===== config.mk =====
export PLATFORM = sky130hd
export DESIGN_NAME = exp_req_scheduler
export DESIGN_NICKNAME = d
export VERILOG_FILES = /design/src/rtl/exp_sched_pkg.sv /design/src/rtl/exp_result_fifo.sv /design/src/rtl/exp_req_scheduler.sv
export SDC_FILE = /design/constraint.sdc
export NUM_CORES = 1
export LEC_CHECK = 0
export ABC_AREA = 1
export CAP_MARGIN = 20
export CORE_ASPECT_RATIO = 0.75
export CORE_MARGIN = 2
export CORE_UTILIZATION = 48
export DETAILED_ROUTE_END_ITERATION = 12
export GPL_ROUTABILITY_DRIVEN = 0
export HOLD_SLACK_MARGIN = 0.05
export PLACE_DENSITY = 0.76
export SETUP_SLACK_MARGIN = 0.02
export SLEW_MARGIN = 5
export SYNTH_ARGS = -nofsm -noshare
export SYNTH_HDL_FRONTEND = slang
export SYNTH_SLANG_ARGS = --single-unit

===== constraint.sdc =====
create_clock -name clk -period 3.1 [get_ports clk]
set_input_delay 0.62 -clock clk [delete_from_list [all_inputs] [get_ports clk]]
set_output_delay 0.62 -clock clk [all_outputs]
set_load 0.02 [all_outputs]

===== src/rtl/exp_sched_pkg.sv =====
// Shared constants and types for the exp-engine request scheduler and its result FIFO.
package exp_sched_pkg;
    localparam int EXP_DATA_W      = 32;
    localparam int EXP_INTB_W      = 4;
    localparam int EXP_LATENCY_DEF = 7;   // matches the engine's stage count
    localparam int TAG_W_MAX       = 3;   // enough for up to 8 requesters

    typedef struct packed {
        logic [TAG_W_MAX-1:0]  tag;
        logic [EXP_DATA_W-1:0] data;
    } res_entry_t;

    // Error causes, reserved for a later status register
    typedef enum logic [1:0] {
        ERR_NONE        = 2'd0,
        ERR_MISSING_TAG = 2'd1,
        ERR_LOST_RESULT = 2'd2,
        ERR_FIFO_OVF    = 2'd3
    } err_cause_t;

    function automatic int wrap_idx(input int i, input int n);
        return (i >= n) ? i - n : i;
    endfunction
endpackage


===== src/rtl/exp_result_fifo.sv =====
// Synchronous first-word-fall-through FIFO with occupancy count; a push into a
// full FIFO is dropped unless a pop frees a slot in the same cycle.
module exp_result_fifo #(
    parameter int WIDTH = 35,
    parameter int DEPTH = 8,
    localparam int AW   = $clog2(DEPTH)
) (
    input  logic             i_clk,
    input  logic             i_rst_n,
    input  logic             i_push,
    input  logic [WIDTH-1:0] i_wdata,
    input  logic             i_pop,
    output logic [WIDTH-1:0] o_rdata,
    output logic             o_empty,
    output logic [AW:0]      o_count,
    output logic             o_push_drop
);
    logic [WIDTH-1:0] r_mem [DEPTH];
    logic [AW-1:0]    r_wr_ptr, r_rd_ptr;
    logic [AW:0]      r_count;
    logic             w_push, w_pop;

    assign w_pop  = i_pop && (r_count != '0);
    assign w_push = i_push && ((r_count != (AW+1)'(DEPTH)) || w_pop);

    always_ff @(posedge i_clk or negedge i_rst_n) begin
        if (!i_rst_n) begin
            r_wr_ptr <= '0;
            r_rd_ptr <= '0;
            r_count  <= '0;
        end else begin
            if (w_push) r_wr_ptr <= r_wr_ptr + 1'b1;
            if (w_pop)  r_rd_ptr <= r_rd_ptr + 1'b1;
            r_count <= r_count + (AW+1)'(w_push) - (AW+1)'(w_pop);
        end
    end

    always_ff @(posedge i_clk) begin
        if (w_push) r_mem[r_wr_ptr] <= i_wdata;
    end

    assign o_rdata     = r_mem[r_rd_ptr];
    assign o_empty     = (r_count == '0);
    assign o_count     = r_count;
    assign o_push_drop = i_push && !w_push;
endmodule


===== src/rtl/exp_req_scheduler.sv =====
// Round-robin scheduler sharing one fixed-latency exp engine among NUM_REQ requesters.
// Optional perf counters are enabled with EXP_SCHED_PERF_CNT_EN.
module exp_req_scheduler
    import exp_sched_pkg::*;
#(
    parameter int NUM_REQ     = 4,
    parameter int TAG_W       = 2,
    parameter int EXP_LATENCY = EXP_LATENCY_DEF,
    parameter int FIFO_DEPTH  = 8
) (
    input  logic                          clk,
    input  logic                          rst,
    input  logic [NUM_REQ-1:0]            req_valid,
    output logic [NUM_REQ-1:0]            req_ready,
    input  logic [EXP_DATA_W*NUM_REQ-1:0] req_x,
    input  logic [EXP_INTB_W*NUM_REQ-1:0] req_int_bits,
    output logic [EXP_DATA_W-1:0]         exp_x_o,
    output logic [EXP_INTB_W-1:0]         exp_int_bits_o,
    output logic                          exp_valid_o,
    input  logic [EXP_DATA_W-1:0]         exp_result_i,
    input  logic                          exp_valid_i,
    output logic                          res_valid,
    input  logic                          res_ready,
    output logic [EXP_DATA_W-1:0]         res_data,
    output logic [TAG_W-1:0]              res_tag,
    output logic [3:0]                    in_flight,
    output logic                          err_sticky
`ifdef EXP_SCHED_PERF_CNT_EN
    ,
    output logic [31:0]                   perf_issue_cnt,
    output logic [31:0]                   perf_stall_cnt
`endif
);
    localparam int CW = $clog2(FIFO_DEPTH);

    logic [TAG_W-1:0]                  r_rr_ptr;
    logic [EXP_DATA_W-1:0]             r_exp_x;
    logic [EXP_INTB_W-1:0]             r_exp_intb;
    logic                              r_exp_vld;
    logic [TAG_W-1:0]                  r_exp_tag;
    logic [EXP_LATENCY-1:0]            r_tl_vld;
    logic [EXP_LATENCY-1:0][TAG_W-1:0] r_tl_tag;
    logic [3:0]                        r_in_flight;
    logic                              r_err;

    logic [NUM_REQ-1:0] w_grant;
    logic [TAG_W-1:0]   w_gnt_idx;
    logic               w_gnt_any, w_credit_ok, w_accept;
    logic               w_head_vld, w_push, w_pop, w_empty, w_push_drop;
    logic [TAG_W-1:0]   w_head_tag;
    logic [CW:0]        w_fifo_count;
    res_entry_t         w_wr_entry, w_rd_entry;

    // Credit covers both FIFO contents and ops still inside the engine, so a
    // non-stallable return always has a slot waiting for it.
    assign w_credit_ok = (int'(w_fifo_count) + int'(r_in_flight)) < FIFO_DEPTH;

    always_comb begin
        w_gnt_any = 1'b0;
        w_gnt_idx = '0;
        for (int k = 0; k < NUM_REQ; k++) begin
            if (!w_gnt_any && req_valid[wrap_idx(int'(r_rr_ptr) + k, NUM_REQ)]) begin
                w_gnt_any = 1'b1;
                w_gnt_idx = TAG_W'(wrap_idx(int'(r_rr_ptr) + k, NUM_REQ));
            end
        end
    end

    assign w_grant   = (w_gnt_any && w_credit_ok) ? (NUM_REQ'(1) << w_gnt_idx) : '0;
    assign w_accept  = |(req_valid & w_grant);
    assign req_ready = w_grant;

    always_ff @(posedge clk or negedge rst) begin
        if (!rst) begin
            r_rr_ptr   <= '0;
            r_exp_x    <= '0;
            r_exp_intb <= '0;
            r_exp_vld  <= 1'b0;
            r_exp_tag  <= '0;
        end else begin
            r_exp_vld <= w_accept;
            if (w_accept) begin
                r_exp_x    <= req_x[EXP_DATA_W*int'(w_gnt_idx) +: EXP_DATA_W];
                r_exp_intb <= req_int_bits[EXP_INTB_W*int'(w_gnt_idx) +: EXP_INTB_W];
                r_exp_tag  <= w_gnt_idx;
                r_rr_ptr   <= TAG_W'(wrap_idx(int'(w_gnt_idx) + 1, NUM_REQ));
            end
        end
    end

    // Tag line is fed from the issue register, so its head lines up with exp_valid_i.
    always_ff @(posedge clk or negedge rst) begin
        if (!rst) begin
            r_tl_vld <= '0;
            r_tl_tag <= '0;
        end else begin
            r_tl_vld[0] <= r_exp_vld;
            r_tl_tag[0] <= r_exp_tag;
            for (int s = 1; s < EXP_LATENCY; s++) begin
                r_tl_vld[s] <= r_tl_vld[s-1];
                r_tl_tag[s] <= r_tl_tag[s-1];
            end
        end
    end

    assign w_head_vld = r_tl_vld[EXP_LATENCY-1];
    assign w_head_tag = r_tl_tag[EXP_LATENCY-1];
    assign w_push     = exp_valid_i && w_head_vld;
    assign w_wr_entry = '{tag: TAG_W_MAX'(w_head_tag), data: exp_result_i};

    // An op leaves the credit pool when its tag leaves the line, even if the
    // engine lost the result, so a protocol error cannot leak credit forever.
    always_ff @(posedge clk or negedge rst) begin
        if (!rst) begin
            r_in_flight <= '0;
            r_err       <= 1'b0;
        end else begin
            r_in_flight <= r_in_flight + 4'(w_accept) - 4'(w_head_vld);
            if ((exp_valid_i != w_head_vld) || w_push_drop) r_err <= 1'b1;
        end
    end

    assign w_pop = !w_empty && res_ready;

    exp_result_fifo #(
        .WIDTH ($bits(res_entry_t)),
        .DEPTH (FIFO_DEPTH)
    ) u_fifo (
        .i_clk       (clk),
        .i_rst_n     (rst),
        .i_push      (w_push),
        .i_wdata     (w_wr_entry),
        .i_pop       (w_pop),
        .o_rdata     (w_rd_entry),
        .o_empty     (w_empty),
        .o_count     (w_fifo_count),
        .o_push_drop (w_push_drop)
    );

    if (TAG_W < TAG_W_MAX) begin : g_tag_pad
        logic w_tag_unused;
        assign w_tag_unused = ^w_rd_entry.tag[TAG_W_MAX-1:TAG_W];
    end

    assign exp_x_o        = r_exp_x;
    assign exp_int_bits_o = r_exp_intb;
    assign exp_valid_o    = r_exp_vld;
    assign res_valid      = !w_empty;
    assign res_data       = w_rd_entry.data;
    assign res_tag        = w_rd_entry.tag[TAG_W-1:0];
    assign in_flight      = r_in_flight;
    assign err_sticky     = r_err;

`ifdef EXP_SCHED_PERF_CNT_EN
    logic [31:0] r_perf_issue, r_perf_stall;

    always_ff @(posedge clk or negedge rst) begin
        if (!rst) begin
            r_perf_issue <= '0;
            r_perf_stall <= '0;
        end else begin
            r_perf_issue <= r_perf_issue + 32'(w_accept);
            r_perf_stall <= r_perf_stall + 32'((|req_valid) && !w_credit_ok);
        end
    end

    assign perf_issue_cnt = r_perf_issue;
    assign perf_stall_cnt = r_perf_stall;
`endif
endmodule


---- Word level (Yosys, flattened, before mapping) ----
Memories as Yosys holds them, arrays and structs flattened.
Cells that the tools add are included.
storage, ports and cells
  register bits ........................... 77
  memory bits (writable) .................. 272
  input bits .............................. 184
  logic and storage cells ................. 98
  memories kept ........................... 1
operators by class
  $add $sub $neg .......................... 16
  magnitude comparators ................... 10
  eq/ne operators ......................... 2
  shifts and indexed selects .............. 3
  mux-type cells .......................... 28
  bitwise gates (word level) .............. 1
  reductions and logical operators ........ 19
memories
  memory        depth  width  rd ports  clocked after memory_dff  wr ports  RTL line               source
  u_fifo.r_mem  8      34     1         0                         1         exp_result_fifo.sv:18  logic [WIDTH-1:0] r_mem [DEPTH];
operators with widths
  operator                                                  count
  < comparator 32 x 4 -> 1 bit, second input constant       4
  2-to-1 mux 32 bit                                         4
  indexed part select 128 x 8 -> 32 bit                     1
  indexed part select 16 x 5 -> 4 bit                       1
  2-to-1 mux 1 bit                                          14
  greater-or-equal comparator 3 bit, second input constant  4
  subtractor 3 x 3 -> 4 bit, second input constant          3
  2-to-1 mux 2 bit                                          5
  logical AND 1 bit                                         9
  adder 4 x 1 -> 4 bit                                      2
  binary-select mux 1 bit (select 2 bit)                    4
  subtractor 4 x 1 -> 4 bit                                 2
  adder 2 x 1 -> 3 bit, second input constant               2
  adder 2 x 2 -> 3 bit, second input constant               2
  adder 3 x 1 -> 3 bit, second input constant               2
  adder 4 x 4 -> 5 bit                                      1
  zero test 1 bit                                           5
  < comparator 5 x 4 -> 1 bit, second input constant        1
  AND 4 bit                                                 1
  zero test 4 bit                                           1
  2-to-1 mux 4 bit                                          1
  != test 4 bit, second input constant                      1
  nonzero test 4 bit                                        1
  OR reduction 4 bit                                        1
  other kinds (6)                                           7

---- Longest topological paths before layout ----
  depth after elaboration ................. 21
  depth in mapped cells ................... 18
  mapped depth without buffers ............ 15

---- By module ----
A second synthesis with hierarchy kept.
second synthesis, totals
  cells, all modules ...................... 1660
  area total of the unflattened synthesis .. 16171.8 sq um
modules (own cells, without submodules)
  module             instances  cells each  area an instance (sq um)
  exp_result_fifo    1          1009        11857.6
  exp_req_scheduler  1          651         4314.1

---- Worst setup path before layout ----
OpenSTA, ideal clock, no wires.
  path type ............................... register to register
  from .................................... register u_fifo.r_count[2] (netlist: u_fifo.o_count[2])
  to ...................................... memory u_fifo.r_mem[0][0] in the netlist's numbering (enable)
  arrival time ............................ 2.806 ns
  data required time ...................... 2.675 ns
  path slack .............................. -0.132 ns
  stages on the path, launching flop included .. 9
  buffers on the path ..................... 0
  clock period less this slack ............ 3.232 ns
  cell sequence ........................... dfrtp_1 inv_1 ha_1 nand2_1 nand2_1 nand3_1 nand2_1 or2_2 nor2_1
on the way
  longest elaborated chain between the ends .. 8
  elaborated cells between the ends (all ways) .. 10
  classes of those cells .................. 1 x eq/ne; 2 x mux; 7 x reduce/logical
ends and longest elaborated chain
  what                                    RTL line                  source
  start, declared                         exp_result_fifo.sv:20     logic [AW:0] r_count;
  start signal, assigned                  exp_result_fifo.sv:34     r_count <= r_count + (AW+1)'(w_push) - (AW+1)'(w_pop);
  zero test 4 bit                         exp_result_fifo.sv:43     assign o_empty = (r_count == '0);
  zero test 1 bit                         --
  via res_valid                           exp_req_scheduler.sv:22   output logic res_valid,
  logical AND 1 bit                       exp_req_scheduler.sv:123  assign w_pop = !w_empty && res_ready;
  logical AND 1 bit                       exp_result_fifo.sv:23     assign w_pop = i_pop && (r_count != '0);
  logical OR 1 bit                        exp_result_fifo.sv:24     assign w_push = i_push && ((r_count != (AW+1)'(DEPTH)) || w_pop);
  logical AND 1 bit                       exp_result_fifo.sv:24
  2-to-1 mux 1 bit                        exp_result_fifo.sv:39     if (w_push) r_mem[r_wr_ptr] <= i_wdata;
  2-to-1 mux 1 bit (implied by the code)  exp_result_fifo.sv:39
  end, declared                           exp_result_fifo.sv:18
The timed path passes the listed nets, and every way through them passes these cells.

---- Worst setup path in the final report ----
  from .................................... register u_fifo.r_rd_ptr[0]
  to ...................................... output port res_data[5]
on the way
  longest elaborated chain between the ends .. 1
ends and longest elaborated chain
  what                    RTL line                 source
  start, declared         exp_result_fifo.sv:19    logic [AW-1:0] r_wr_ptr, r_rd_ptr;
  start signal, assigned  exp_result_fifo.sv:33    if (w_pop) r_rd_ptr <= r_rd_ptr + 1'b1;
  memory (8 x 34 bit)     --
  end, declared           exp_req_scheduler.sv:24  output logic [EXP_DATA_W-1:0] res_data,
Every way passes these cells.

==> metrics.yaml <==
sta:
  fmax_mhz: 334
  layout_setup_ws_ns: 0.104
  finalMaxSlewViolations: 0
  finalCriticalPeriod_ns: 3.00
  timing.slew.headroom: 0.496
  setup_tns_ns: 0
  hold_viol: 0
  rsz0062_at_grt: "true"
  tightestPinTransition_ns: 0.756
  finalSetupViolations: 0
  period_share: 0.966
  finClkSkew_ns: 0.0185
  fin_hold_ws_ns: 0.0790
pwr:
  power_frac_seq: 0.294
  clkPwrFrac: 0.186
  p_sw_mw: 8.94
  internal_power_mw: 11.8
  cellLeakagePower_nw: 7.80
  p_sw_frac: 0.431
  peakVddDrop_mv: 0.828
  p_total_mw: 20.8
  comb_power_share: 0.519
  power_density_nw_per_um2: 1050
synth:
  synth_top_cell_by_area: "edfxtp_1"
  seq_area_frac_synth: 0.662
  syn-cell-area_sq_um: 15200
  synth_seq_cells: 349
  synth_top_area_frac: 0.536
  yosys-top-cells-area: "edfxtp_1 54%, dfrtp_1 13%, nand2_1 10%, nor2_1 6.2%, o21ai_0 4.7%"
  async_flop_share: 0.221
  synth_cells: 1483
  ys.flop_type: "edfxtp_1"
  synth_edf_count: 272
  yosys_warnings: 0
  synth_cell_type_count: 33
  synth_nets: 1685
  avgSynthCellArea_sq_um: 10.3
clock_tree:
  clock_tree.buffer_depth: 3
  clk_transition_reported_paths_ns: 0.07
  h-tree-depth: 1
  clock-sinks: 349
  ctsHoldBuffers: 0
  tritoncts: "yes"
  cts_root_buffer: "clkbuf_16"
  clock_latency_ns: 0.57
  cts-buffers-inserted: 31
critical_path:
  max_stage_delay_ns: 0.50
  path_class: "flop to primary output"
  cp_cell_sequence: "bufbuf_16 -> o21ai_0 -> o22ai_1 -> nor2_1 -> a31oi_1 -> clkdlybuf4s15_2"
  worst_ep_arrival_time_ns: 2.38
  timing.rr.end: "in_flight[2]$_DFF_PN0_"
  ff2ff_path_depth: 13
  end_kind: "primary output"
  worstReg2RegStart: "u_fifo.o_count[1]$_DFF_PN0_"
  startpoint_type: "flop"
  cp-startpoint: "u_fifo.r_rd_ptr[0]$_DFFE_PN0P_"
  critical_path.slowest_cell: "dfrtp_4"
  cp_max_fo: 39
  required_ns: 2.48
  r2r_slack_ns: 0.37
drt:
  routed_wl_um: 39700
  drc_errors: 0
  drt-pass1-iter-count: 7
  first_iter_violations: 989
  postRouteAntennaNets: 0
  drt-wirelength-per-cell_um: 18.3
  num_vias: 11800
  viasPerCell: 5.42
floorplanning:
  die_h_um: 158
  die_w_um: 210
  dieArea_sq_um: 33200
  initial_core_util: 0.488
  design.core.area_sq_um: 31300
  ios: 265
  num_rows: 56
layout:
  drive_above_1_share: 0.0936
  design_area_sq_um: 19700
  nets: 1939
  syn2layout_area_growth_pct: 29.2
  final_cells: 2169
  utilization: 0.631
min_path:
  hp-class: "primary input to asynchronous set/reset pin"
run_status:
  status: "finished clean"
global_routing:
  grt_overflow: 0
  grt_pass1_wl_um: 60600
  antenna_found_initial: 1
  grt_max_degree: 73
  grt_use_total: 0.234
  first_global_vias: 11300
placement:
  placed_cells: 2104
  pre_cts_ws_ns: -0.251
  portBuffers: 264
  dpl.hpwl_um: 24800
  dpl_cell_area_sq_um: 18600
run:
  max-cap-violations: 0
-- cell usage after synthesis, drive strengths merged (16+ instances only) --
cell type  number
dfrtp          77
ha             16
edfxtp        272
buf            39
clkbuf         59
o22ai          34
nor2          253
inv            33
o21ai         144
nand2         418
nand4          72
a31oi          35
-- cells by family (layout without fill, tap and decap cells) --
family / after synthesis / after routing / synth area share
adder cells (fa/ha/maj): 18 / 18 / 0.0158
flip-flops: 349 / 349 / 0.662
AND/OR/NAND/NOR: 759 / 759 / 0.202
AO/OA/AOI/OAI: 217 / 217 / 0.0772
other: 0 / 1 / 0
buffers and inverters: 132 / 411 / 0.0383
XOR/XNOR: 8 / 8 / 0.00459
-- sequential cells by signal (all words and copies together), names as in the netlist --
signal and flops:
u_fifo.o_count 4, w_head_tag 2, err_sticky 1, u_fifo.r_mem 272, u_fifo.r_wr_ptr 3, exp_valid_o 1
u_fifo.r_rd_ptr 3, exp_int_bits_o 4, r_tl_vld 7, exp_x_o 32, r_exp_tag 2, r_tl_tag 12
r_rr_ptr 2, in_flight 4
-- critical path, delay by kind of cell, from the launching register on --
kind	cells	cell delay (ns)
AOI/OAI and AO/OA	3	0.55
and+or+nand+nor	1	0.07
DFF	1	0.50
buffers and inverters	2	0.69
-- layout make-up --
cell class              count  area [sq um]
fillers                  2467         11500
flip-flops and latches    349         10100
multi-input cells        1002          4680
repair buffers            319          3230
clock buffers              55          1030
well taps                 406           508
inverters                  34           135
clock inverters             3          20.0
diodes                      1          2.50
-- repair_timing --
item / 4_1_cts / 5_1_grt
gates cloned: 2 / 0
buffers inserted: 0 / 4
resized for setup: 82 / 51
endpoints found under the setup margin: 38 / 30
pin swaps: 0 / 3
endpoints found under the hold margin: 0 / 0
-- power by group through the flow --
stage	Combinational [mW]	Sequential [mW]	Clock (mW)
after floorplan	6.84	6.39	0
after global placement	10.5	6.17	0
after detailed placement	10.7	6.18	0
after CTS	10.7	6.12	3.95
after global routing	11.9	6.17	4.13
final	10.8	6.11	3.87
-- layer usage --
layer | wire length (um) | up-vias | track usage
met2 | 18500 | 422 | 0.384
met3 | 2660 | 82 | 0.0432
li1 | - | 5616 | -
met1 | 17300 | 5642 | 0.319
met5 | 0 | - | 0
met4 | 1170 | 0 | 0.0767
-- worst max path at each step --
| stage | slack (ns) | depth (start not counted) | to |
|---|---|---|---|
| final | 0.10 | 6 | res_data[5] |
| after global routing | 0.0004 | 13 | req_ready[3] |
| after CTS | -0.01 | 7 | res_data[3] |
| after detailed placement | -0.25 | 12 | req_ready[1] |
| after global placement | -0.16 | 12 | req_ready[1] |
| after floorplan | -0.13 | 8 | u_fifo.r_mem[0][0]$_DFFE_PP_ |
-- cells in the final DEF (no fill, tap or decap), types with 16 or more instances in the layout --
cell type	n
dfrtp_1	73
o21ai_0	142
inv_1	25
ha_1	16
nand4_1	72
nand2_1	412
clkbuf_16	32
buf_4	37
nor2_1	242
clkdlybuf4s50_1	225
a31oi_1	35
edfxtp_1	272
o22ai_1	34
No activity file was read; power rests on OpenSTA's default activity.
